### src/rtl/cmd_serializer_pkg.sv
// Purpose: shared command encoding for cmd_serializer and its consumers.
//   Holds the opcode enum, header/payload layouts, stream widths and the
//   opcode -> payload-word-count lookup used by both encoder and decoder.
// Contents:
//   WORD_W / PAY_W            output word width / packed payload width
//   cmd_pay_max_words_gp      largest payload, in words
//   cmd_op_s                  opcode enum (F0..F5)
//   cmd_header_s              header word {rsvd, len_bytes, id, op}
//   cmd_tile_s                tile payload layout (largest payload)
//   cmd_pay_words()           payload words for an opcode, 0 = illegal
package cmd_serializer_pkg;

  localparam int unsigned WORD_W               = 32;
  localparam int unsigned PAY_W                = 96;
  localparam int unsigned cmd_pay_max_words_gp = 3;
  localparam int unsigned CMD_IDX_W            = $clog2(cmd_pay_max_words_gp + 1);
  localparam int unsigned CMD_CNT_W            = 16;
  localparam int unsigned CMD_ID_W             = 8;
  localparam int unsigned CMD_OP_W             = 8;

  typedef enum logic [CMD_OP_W-1:0] {
    CMD_FETCH     = 8'hF0,
    CMD_DISP      = 8'hF1,
    CMD_TILE      = 8'hF2,
    CMD_WAIT_DISP = 8'hF3,
    CMD_WAIT_TILE = 8'hF4,
    CMD_READOUT   = 8'hF5
  } cmd_op_s;

  // Header word as it appears on word_o, op in the low byte.
  typedef struct packed {
    logic [7:0]          rsvd;
    logic [7:0]          len;
    logic [CMD_ID_W-1:0] id;
    logic [CMD_OP_W-1:0] op;
  } cmd_header_s;

  // Tile payload: word1 = addresses, word2 = vector length, word3 = column enables.
  typedef struct packed {
    logic [31:0] col_en;
    logic [15:0] rsvd;
    logic [15:0] vec_len;
    logic [15:0] left_addr;
    logic [15:0] right_addr;
  } cmd_tile_s;

  typedef enum logic [1:0] {
    ST_IDLE = 2'd0,
    ST_HDR  = 2'd1,
    ST_PAY  = 2'd2
  } ser_state_e;

  // Payload word count per opcode; zero marks an illegal opcode.
  function automatic logic [CMD_IDX_W-1:0] cmd_pay_words(input cmd_op_s op);
    logic [CMD_IDX_W-1:0] n;
    case (op)
      CMD_FETCH, CMD_DISP, CMD_TILE: n = CMD_IDX_W'(3);
      CMD_WAIT_DISP, CMD_WAIT_TILE:  n = CMD_IDX_W'(1);
      CMD_READOUT:                   n = CMD_IDX_W'(2);
      default:                       n = CMD_IDX_W'(0);
    endcase
    return n;
  endfunction

endpackage

### src/rtl/cmd_serializer.sv
// Purpose: serialize one command (opcode, id, payload) into a 32-bit word
//   stream: a header word followed by 1..3 payload words, low word first.
//   Illegal opcodes are accepted and dropped with a one-cycle err_o pulse.
// Ports:
//   clk_i, reset_i         clock, synchronous active-high reset
//   cmd_v_i/cmd_ready_o    command handshake (ready only while idle)
//   cmd_op_i, cmd_id_i     opcode and id for the header
//   cmd_payload_i          LSB-aligned packed payload
//   word_v_o/word_ready_i  output stream handshake, word_o data
//   busy_o                 command in flight
//   err_o                  pulse after an illegal opcode is accepted
//   cmd_cnt_o              commands fully emitted (wraps)
//   last_id_o              only with CMD_SER_AUTO_ID_EN: last issued id
// Build option CMD_SER_AUTO_ID_EN: header ids come from an internal counter
//   (1..255, skipping 0) instead of cmd_id_i.
module cmd_serializer
  import cmd_serializer_pkg::*;
(
  input  logic                 clk_i,
  input  logic                 reset_i,
  input  logic                 cmd_v_i,
  output logic                 cmd_ready_o,
  input  logic [CMD_OP_W-1:0]  cmd_op_i,
  input  logic [CMD_ID_W-1:0]  cmd_id_i,
  input  logic [PAY_W-1:0]     cmd_payload_i,
  output logic                 word_v_o,
  output logic [WORD_W-1:0]    word_o,
  input  logic                 word_ready_i,
  output logic                 busy_o,
  output logic                 err_o,
  output logic [CMD_CNT_W-1:0] cmd_cnt_o
`ifdef CMD_SER_AUTO_ID_EN
  ,
  output logic [CMD_ID_W-1:0]  last_id_o
`endif
);

  ser_state_e           state_q, state_d;
  logic                 word_v_q, word_v_d;
  logic [WORD_W-1:0]    word_q, word_d;
  logic [PAY_W-1:0]     pay_q, pay_d;
  logic [CMD_IDX_W-1:0] count_q, count_d;
  logic [CMD_IDX_W-1:0] idx_q, idx_d;
  logic                 err_q, err_d;
  logic                 ready_q, ready_d;
  logic                 busy_q, busy_d;
  logic [CMD_CNT_W-1:0] cnt_q, cnt_d;

  logic [CMD_IDX_W-1:0] words_c;
  logic [CMD_ID_W-1:0]  hdr_id_c;
  cmd_header_s          hdr_c;

  assign words_c = cmd_pay_words(cmd_op_s'(cmd_op_i));

`ifdef CMD_SER_AUTO_ID_EN
  logic [CMD_ID_W-1:0] id_q, id_d;
  logic [CMD_ID_W-1:0] last_id_q, last_id_d;
  logic                unused_id_c;

  assign unused_id_c = ^cmd_id_i;
  assign hdr_id_c    = id_q;
  assign last_id_o   = last_id_q;

  // Id counter: advances on each accepted legal command, 255 wraps to 1.
  always_comb begin
    id_d      = id_q;
    last_id_d = last_id_q;
    if ((state_q == ST_IDLE) && cmd_v_i && (words_c != '0)) begin
      last_id_d = id_q;
      id_d      = (id_q == CMD_ID_W'(255)) ? CMD_ID_W'(1) : id_q + CMD_ID_W'(1);
    end
  end

  always_ff @(posedge clk_i) begin
    if (reset_i) begin
      id_q      <= CMD_ID_W'(1);
      last_id_q <= '0;
    end else begin
      id_q      <= id_d;
      last_id_q <= last_id_d;
    end
  end
`else
  assign hdr_id_c = cmd_id_i;
`endif

  // Header word for the command currently on the input.
  always_comb begin
    hdr_c      = '0;
    hdr_c.len  = 8'({words_c, 2'b00});
    hdr_c.id   = hdr_id_c;
    hdr_c.op   = cmd_op_i;
  end

  // Next-state and datapath. pay_q[WORD_W-1:0] always mirrors the payload
  // word on word_o during PAY, so the next word is simply the one above it.
  always_comb begin
    state_d = state_q;
    word_v_d = word_v_q;
    word_d   = word_q;
    pay_d    = pay_q;
    count_d  = count_q;
    idx_d    = idx_q;
    err_d    = 1'b0;
    cnt_d    = cnt_q;

    unique case (state_q)
      ST_IDLE: begin
        if (cmd_v_i) begin
          if (words_c != '0) begin
            pay_d    = cmd_payload_i;
            count_d  = words_c;
            word_d   = WORD_W'(hdr_c);
            word_v_d = 1'b1;
            state_d  = ST_HDR;
          end else begin
            err_d = 1'b1;
          end
        end
      end
      ST_HDR: begin
        if (word_ready_i) begin
          word_d  = pay_q[WORD_W-1:0];
          idx_d   = CMD_IDX_W'(1);
          state_d = ST_PAY;
        end
      end
      ST_PAY: begin
        if (word_ready_i) begin
          if (idx_q == count_q) begin
            word_v_d = 1'b0;
            word_d   = '0;
            cnt_d    = cnt_q + CMD_CNT_W'(1);
            state_d  = ST_IDLE;
          end else begin
            idx_d  = idx_q + CMD_IDX_W'(1);
            word_d = pay_q[2*WORD_W-1:WORD_W];
            pay_d  = pay_q >> WORD_W;
          end
        end
      end
      default: begin
        word_v_d = 1'b0;
        state_d  = ST_IDLE;
      end
    endcase

    ready_d = (state_d == ST_IDLE);
    busy_d  = (state_d != ST_IDLE);
  end

  // State and output registers; reset drops any command in flight.
  always_ff @(posedge clk_i) begin
    if (reset_i) begin
      state_q  <= ST_IDLE;
      word_v_q <= 1'b0;
      word_q   <= '0;
      pay_q    <= '0;
      count_q  <= '0;
      idx_q    <= '0;
      err_q    <= 1'b0;
      ready_q  <= 1'b1;
      busy_q   <= 1'b0;
      cnt_q    <= '0;
    end else begin
      state_q  <= state_d;
      word_v_q <= word_v_d;
      word_q   <= word_d;
      pay_q    <= pay_d;
      count_q  <= count_d;
      idx_q    <= idx_d;
      err_q    <= err_d;
      ready_q  <= ready_d;
      busy_q   <= busy_d;
      cnt_q    <= cnt_d;
    end
  end

  assign cmd_ready_o = ready_q;
  assign word_v_o    = word_v_q;
  assign word_o      = word_q;
  assign busy_o      = busy_q;
  assign err_o       = err_q;
  assign cmd_cnt_o   = cnt_q;

endmodule

### config.mk
export PLATFORM = sky130hd
export DESIGN_NAME = cmd_serializer
export DESIGN_NICKNAME = d
export VERILOG_FILES = /design/src/rtl/cmd_serializer_pkg.sv /design/src/rtl/cmd_serializer.sv
export SDC_FILE = /design/constraint.sdc
export NUM_CORES = 1
export LEC_CHECK = 0
export ABC_AREA = 0
export CORE_ASPECT_RATIO = 1.4
export CORE_MARGIN = 5
export CORE_UTILIZATION = 32
export DETAILED_ROUTE_END_ITERATION = 8
export SYNTH_ARGS = -nofsm -noshare
export SYNTH_HDL_FRONTEND = slang
export SYNTH_SLANG_ARGS = --single-unit
### constraint.sdc
create_clock -name clk_i -period 2.6 [get_ports clk_i]
set_input_delay 0.52 -clock clk_i [delete_from_list [all_inputs] [get_ports clk_i]]
set_output_delay 0.52 -clock clk_i [all_outputs]
set_load 0.005 [all_outputs]
### Yosys cells after proc, flatten, opt, wreduce, memory -nomap -nowiden

Cells that the tools add are included.

| storage, ports and cells | value |
|---|---|
| bits in registers | 154 |
| output and inout bits | 52 |
| input port bits | 116 |
| memory bits (read-only) | 0 |
| memories | 0 |
| word-level logic and storage cells | 74 |
| RAM bits | 0 |
| latch bits | 0 |

| cells by class | value |
|---|---|
| add/subtract/negate cells | 2 |
| reduce and logical (&&, ||, !) cells | 16 |
| muxes and demuxes | 28 |
| equality and inequality tests | 15 |
| multipliers | 0 |
| bitwise logic cells | 3 |
| magnitude comparators | 0 |
| shift-type cells | 0 |
| divide/modulo/power cells | 0 |

Operator list:

| kind | number |
|---|---|
| 96-bit two-way mux | 4 |
| 96-bit case mux with 2 select lines | 1 |
| 32-bit two-way mux | 5 |
| 32-bit case mux with 3 select lines | 1 |
| 8-bit == test, second input constant | 6 |
| 16-bit by 1-bit adder with 16-bit output, second input constant | 1 |
| 2-bit two-way mux | 8 |
| 5-bit AND reduction | 3 |
| 2-bit inequality test, second input constant | 6 |
| 2-bit case mux with 3 select lines | 2 |
| 2-bit nonzero test | 4 |
| 3-bit AND reduction | 2 |
| 3-bit OR reduction | 2 |
| 1-bit two-way mux | 5 |
| 2-bit logical NOT | 2 |
| 2-bit case mux with 2 select lines | 1 |
| 4-bit AND reduction | 1 |
| 1-bit NOT | 3 |
| 1-bit case mux with 3 select lines | 1 |
| 3-bit nonzero test | 1 |
| 2-bit by 1-bit adder with 2-bit output, second input constant | 1 |
| 2-bit by 1-bit == test with 1-bit output, second input constant | 1 |
| 2-bit == test | 1 |
| 2-bit == test, second input constant | 1 |
| 2-bit OR reduction | 1 |

### Logic depth before layout (Yosys ltp)

| depth | value |
|---|---|
| depth in word-level cells | 8 |
| gate-level depth with buffers | 8 |
| depth with buffers taken out | 6 |

### Worst setup path before layout

Ideal clock, no wire load.

| timing path | value |
|---|---|
| kind | reg-to-reg |
| start point | register state_q[0] |
| end point | register pay_q[40] |
| cell stages (with the launch flop) | 9 |
| slack | 0.641 ns |
| clock period less this slack | 1.959 ns |
| setup time | 0.116 ns |
| arrival time | 1.843 ns |
| buffers on the path | 3 |
| path through | dfxtp_1 > inv_1 > ha_1 > buf_2 > buf_4 > buf_1 > mux2i_1 > o211ai_1 > o211a_1 |

| on the way | value |
|---|---|
| word-level cells in the longest chain between the ends | 3 |
| elaborated cells on any way between the ends | 9 |
| those cells by class | eq/ne (5); mux (1); reduce/logical (3) |

RTL lines:

| element | line | RTL |
|---|---|---|
| start: declaration | cmd_serializer.sv:38 | `ser_state_e state_q, state_d;` |
| start signal: assignment | cmd_serializer.sv:166 | `state_q <= state_d;` |
| 2-bit == test or 2-bit logical NOT (tied branches) | cmd_serializer.sv:107 | `unique case (state_q)` |
| 2-bit inequality test (no line) or 2-bit nonzero test (tied branches) | -- |  |
| 5-bit AND reduction (no line) | -- |  |
| end signal: assignment | cmd_serializer.sv:169 | `pay_q <= pay_d;` |
| end: declaration | cmd_serializer.sv:41 | `logic [PAY_W-1:0] pay_q, pay_d;` |

Parallel ways exist; a longest one is shown, timed or not.
A chain may end at the register's enable or synchronous reset.

### Worst setup path in the final report

| timing path | value |
|---|---|
| start point | register state_q[0] |
| end point | register pay_q[56] |

The elaborated chain is that of the path after synthesis.

==> flow_summary.json <==
{
  "yosys_warnings": 0,
  "drv_slew": 0,
  "cpPeakStageDelay_ns": 0.42,
  "rr_worst_depth": 7,
  "final_nets": 996,
  "regToRegSetupSlack_ns": 0.46,
  "rsz0062_at_grt": "no",
  "cp-start-kind": "flip-flop",
  "tightest_slew_ns": 0.641,
  "max_slew_margin_pct": 57.3,
  "avgSynthCellArea_sq_um": 9.83,
  "hpwl_um": 15800,
  "worstHoldStart": "word_o[12]$_SDFFE_PP0P_",
  "crit_buf_inv": 3,
  "rows": 65,
  "cp_slowest_cell": "buf_4",
  "n_fill_cell": 2211,
  "wl_per_cell_um": 18.9,
  "design_area_sq_um": 9980,
  "num_vias": 6518,
  "syn_area_sq_um": 7230,
  "synth-seq-cells": 154,
  "finalCritPeriodShare_pct": 82.1,
  "final_common_cell": "clkdlybuf4s50_1",
  "grt_pass1_vias": 6407,
  "dpl_cell_area_sq_um": 9380,
  "hold_depth": 2,
  "layout-drive-gt1-share_pct": 9.23,
  "totalWireLength_um": 22400,
  "cpLargestDelayFamily": "buffers and inverters",
  "syn_to_final_growth_pct": 37.9,
  "worstSetupPathType": "flip-flop to flip-flop",
  "cts_setup_buffers": 0,
  "hold_viol_final": 0,
  "synth_nets": 857,
  "antenna_left": 0,
  "drtIter0Drc": 377,
  "cts_resized": 0,
  "crit_required_ns": 2.92,
  "arrival_ns": 2.46,
  "grt_pass1_wl_um": 35500,
  "antenna_cells": 0,
  "drcViolationCount": 0,
  "ctsHoldBuffers": 0,
  "max_freq_ghz": 0.468,
  "final_core_util_pct": 44.4,
  "dieArea_sq_um": 25800,
  "async_flop_share_pct": 0,
  "holdPathEnd": "word_o[12]$_SDFFE_PP0P_",
  "grt_max_degree": 58,
  "fp.dieW_um": 137,
  "setup_tns_ns": 0,
  "crit_path_end_kind": "flip-flop",
  "overflow": 0,
  "track_usage_pct": 17.3,
  "clock_latency_ns": 0.43,
  "cts-buffers-inserted": 17,
  "cts_sinks": 154,
  "vdd_drop_max_mv": 0.448,
  "cts_root_buf": "clkbuf_16",
  "dominantRegCellSynth": "dfxtp_1",
  "floorplan.initialDensity_pct": 32.2,
  "place.gp.congestion": 0.749,
  "htreeDepth": 4,
  "setup_violations": 0,
  "syn_inst": 736,
  "layout_common_cells": "166 x clkdlybuf4s50_1, 154 x dfxtp_1, 66 x mux2i_1",
  "clk_pin_slew_worst_paths_ns": 0.06,
  "fp.coreArea_sq_um": 22400,
  "rr_endpoint": "pay_q[56]$_SDFFE_PP0P_",
  "ys_seq_area_share_pct": 42.6,
  "p_leak_uw": 0.00390,
  "fin_crit_ns": 2.14,
  "chipHeight_um": 188,
  "critical_path.cell_chain": "inv_1 > ha_4 > buf_12 > buf_4 > mux2i_1 > o211ai_1 > o211a_1",
  "finClkSkew_ns": 0.0114,
  "synth_edf_count": 0,
  "cts_tree": "built",
  "drt_first_pass_iters": 5,
  "io_buffers": 167,
  "hold_path.class": "flip-flop to flip-flop",
  "regToRegStartpoint": "state_q[0]$_SDFF_PP0_",
  "crit_path_max_fanout": 47,
  "antenna_found_initial": 0,
  "vias_per_cell": 5.48,
  "power.density_nw_per_um2": 544,
  "ys_types": 53,
  "boundaryPins": 168,
  "ctsLongestPathBuffers": 2,
  "finalPower_uw": 5420,
  "max_cap_violations": 0,
  "run_status": "completed"
}
==> cell usage after synthesis (7+ instances only) <==
cell type	instances	share of area [%]
o211ai_1	64	6.6
dfxtp_1	154	43
o211a_1	64	8.9
clkbuf_1	48	2.5
a211oi_1	16	1.7
mux2i_1	66	9.1
a32o_1	32	4.4
o21ai_0	7	0.48
o32ai_1	16	1.9
nor2_1	14	0.73
a21oi_1	48	3.3
inv_1	23	1.2
nand2_1	43	2.2
o2111ai_1	16	1.9
a22oi_1	14	1.5
buf_2	27	1.9
==> registers in the layout, indices dropped and copies added, names as in the netlist <==
name / flops
word_o: 32
state_q: 2
cmd_cnt_o: 16
count_q: 2
pay_q: 96
idx_q: 2
busy_o: 1
err_o: 1
cmd_ready_o: 1
word_v_o: 1
==> tightest hold or removal path, stage by stage, from the launching register on <==
cell and delay (ns):
dfxtp_1 0.31, inv_1 0.04, o32ai_1 0.07
==> power by group <==
| group | internal [uW] | switching [uW] |
|---|---|---|
| sequential | 2410 | 32.6 |
| combinational | 265 | 193 |
| clock | 1530 | 996 |
| total | 4200 | 1220 |
==> logic make-up after synthesis <==
group / Yosys count / synth area share (%)
DFF: 154 / 42.6
and+or+nand+nor: 97 / 6.73
buffers and inverters: 105 / 5.97
xor gates and xnor gates: 9 / 1.30
muxes: 67 / 9.29
AOI/OAI and AO/OA: 299 / 33.2
adders and majority gates: 5 / 0.865
==> through the flow <==
stage               cells  hold slack (ns)  setup WS (ns)
floorplan             736            0.468          0.641
global placement     1157            0.461          0.211
detailed placement   1157            0.466          0.198
CTS                  1189            0.466          0.484
global route         1189            0.494          0.305
finish               1189            0.471          0.464
==> worst max path at each step <==
stage,from,to,depth (start not counted)
3_5_place_dp,cmd_op_i[7],pay_q[6]$_SDFFE_PP0P_,7
4_1_cts,state_q[0]$_SDFF_PP0_,pay_q[56]$_SDFFE_PP0P_,7
3_3_place_gp,cmd_op_i[6],pay_q[38]$_SDFFE_PP0P_,7
2_1_floorplan,state_q[0]$_SDFF_PP0_,pay_q[40]$_SDFFE_PP0P_,8
6_report,state_q[0]$_SDFF_PP0_,pay_q[56]$_SDFFE_PP0P_,7
5_1_grt,state_q[0]$_SDFF_PP0_,pay_q[54]$_SDFFE_PP0P_,7
==> layout make-up <==
cell class / instances / area [sq um] / area share (%)
clock buffer: 21 / 450 / 4.52
clock inverter: 11 / 145 / 1.45
inverter: 24 / 92.6 / 0.928
multi-input combinational: 477 / 3780 / 37.9
sequential: 154 / 3080 / 30.9
tap: 301 / 377 / 3.78
timing repair buffer: 201 / 2050 / 20.5
==> metal layers <==
metal	wire length (um)	share of wire [%]	global-route usage [%]	up-vias
met4	394	1.8	5.45	0
li1	-	-	-	3165
met3	1130	5.0	3.17	27
met1	9940	44	23.0	3152
met2	11000	49	28.4	174
met5	0	0	0	-
Note: power is estimated with default switching activity, not from simulation.
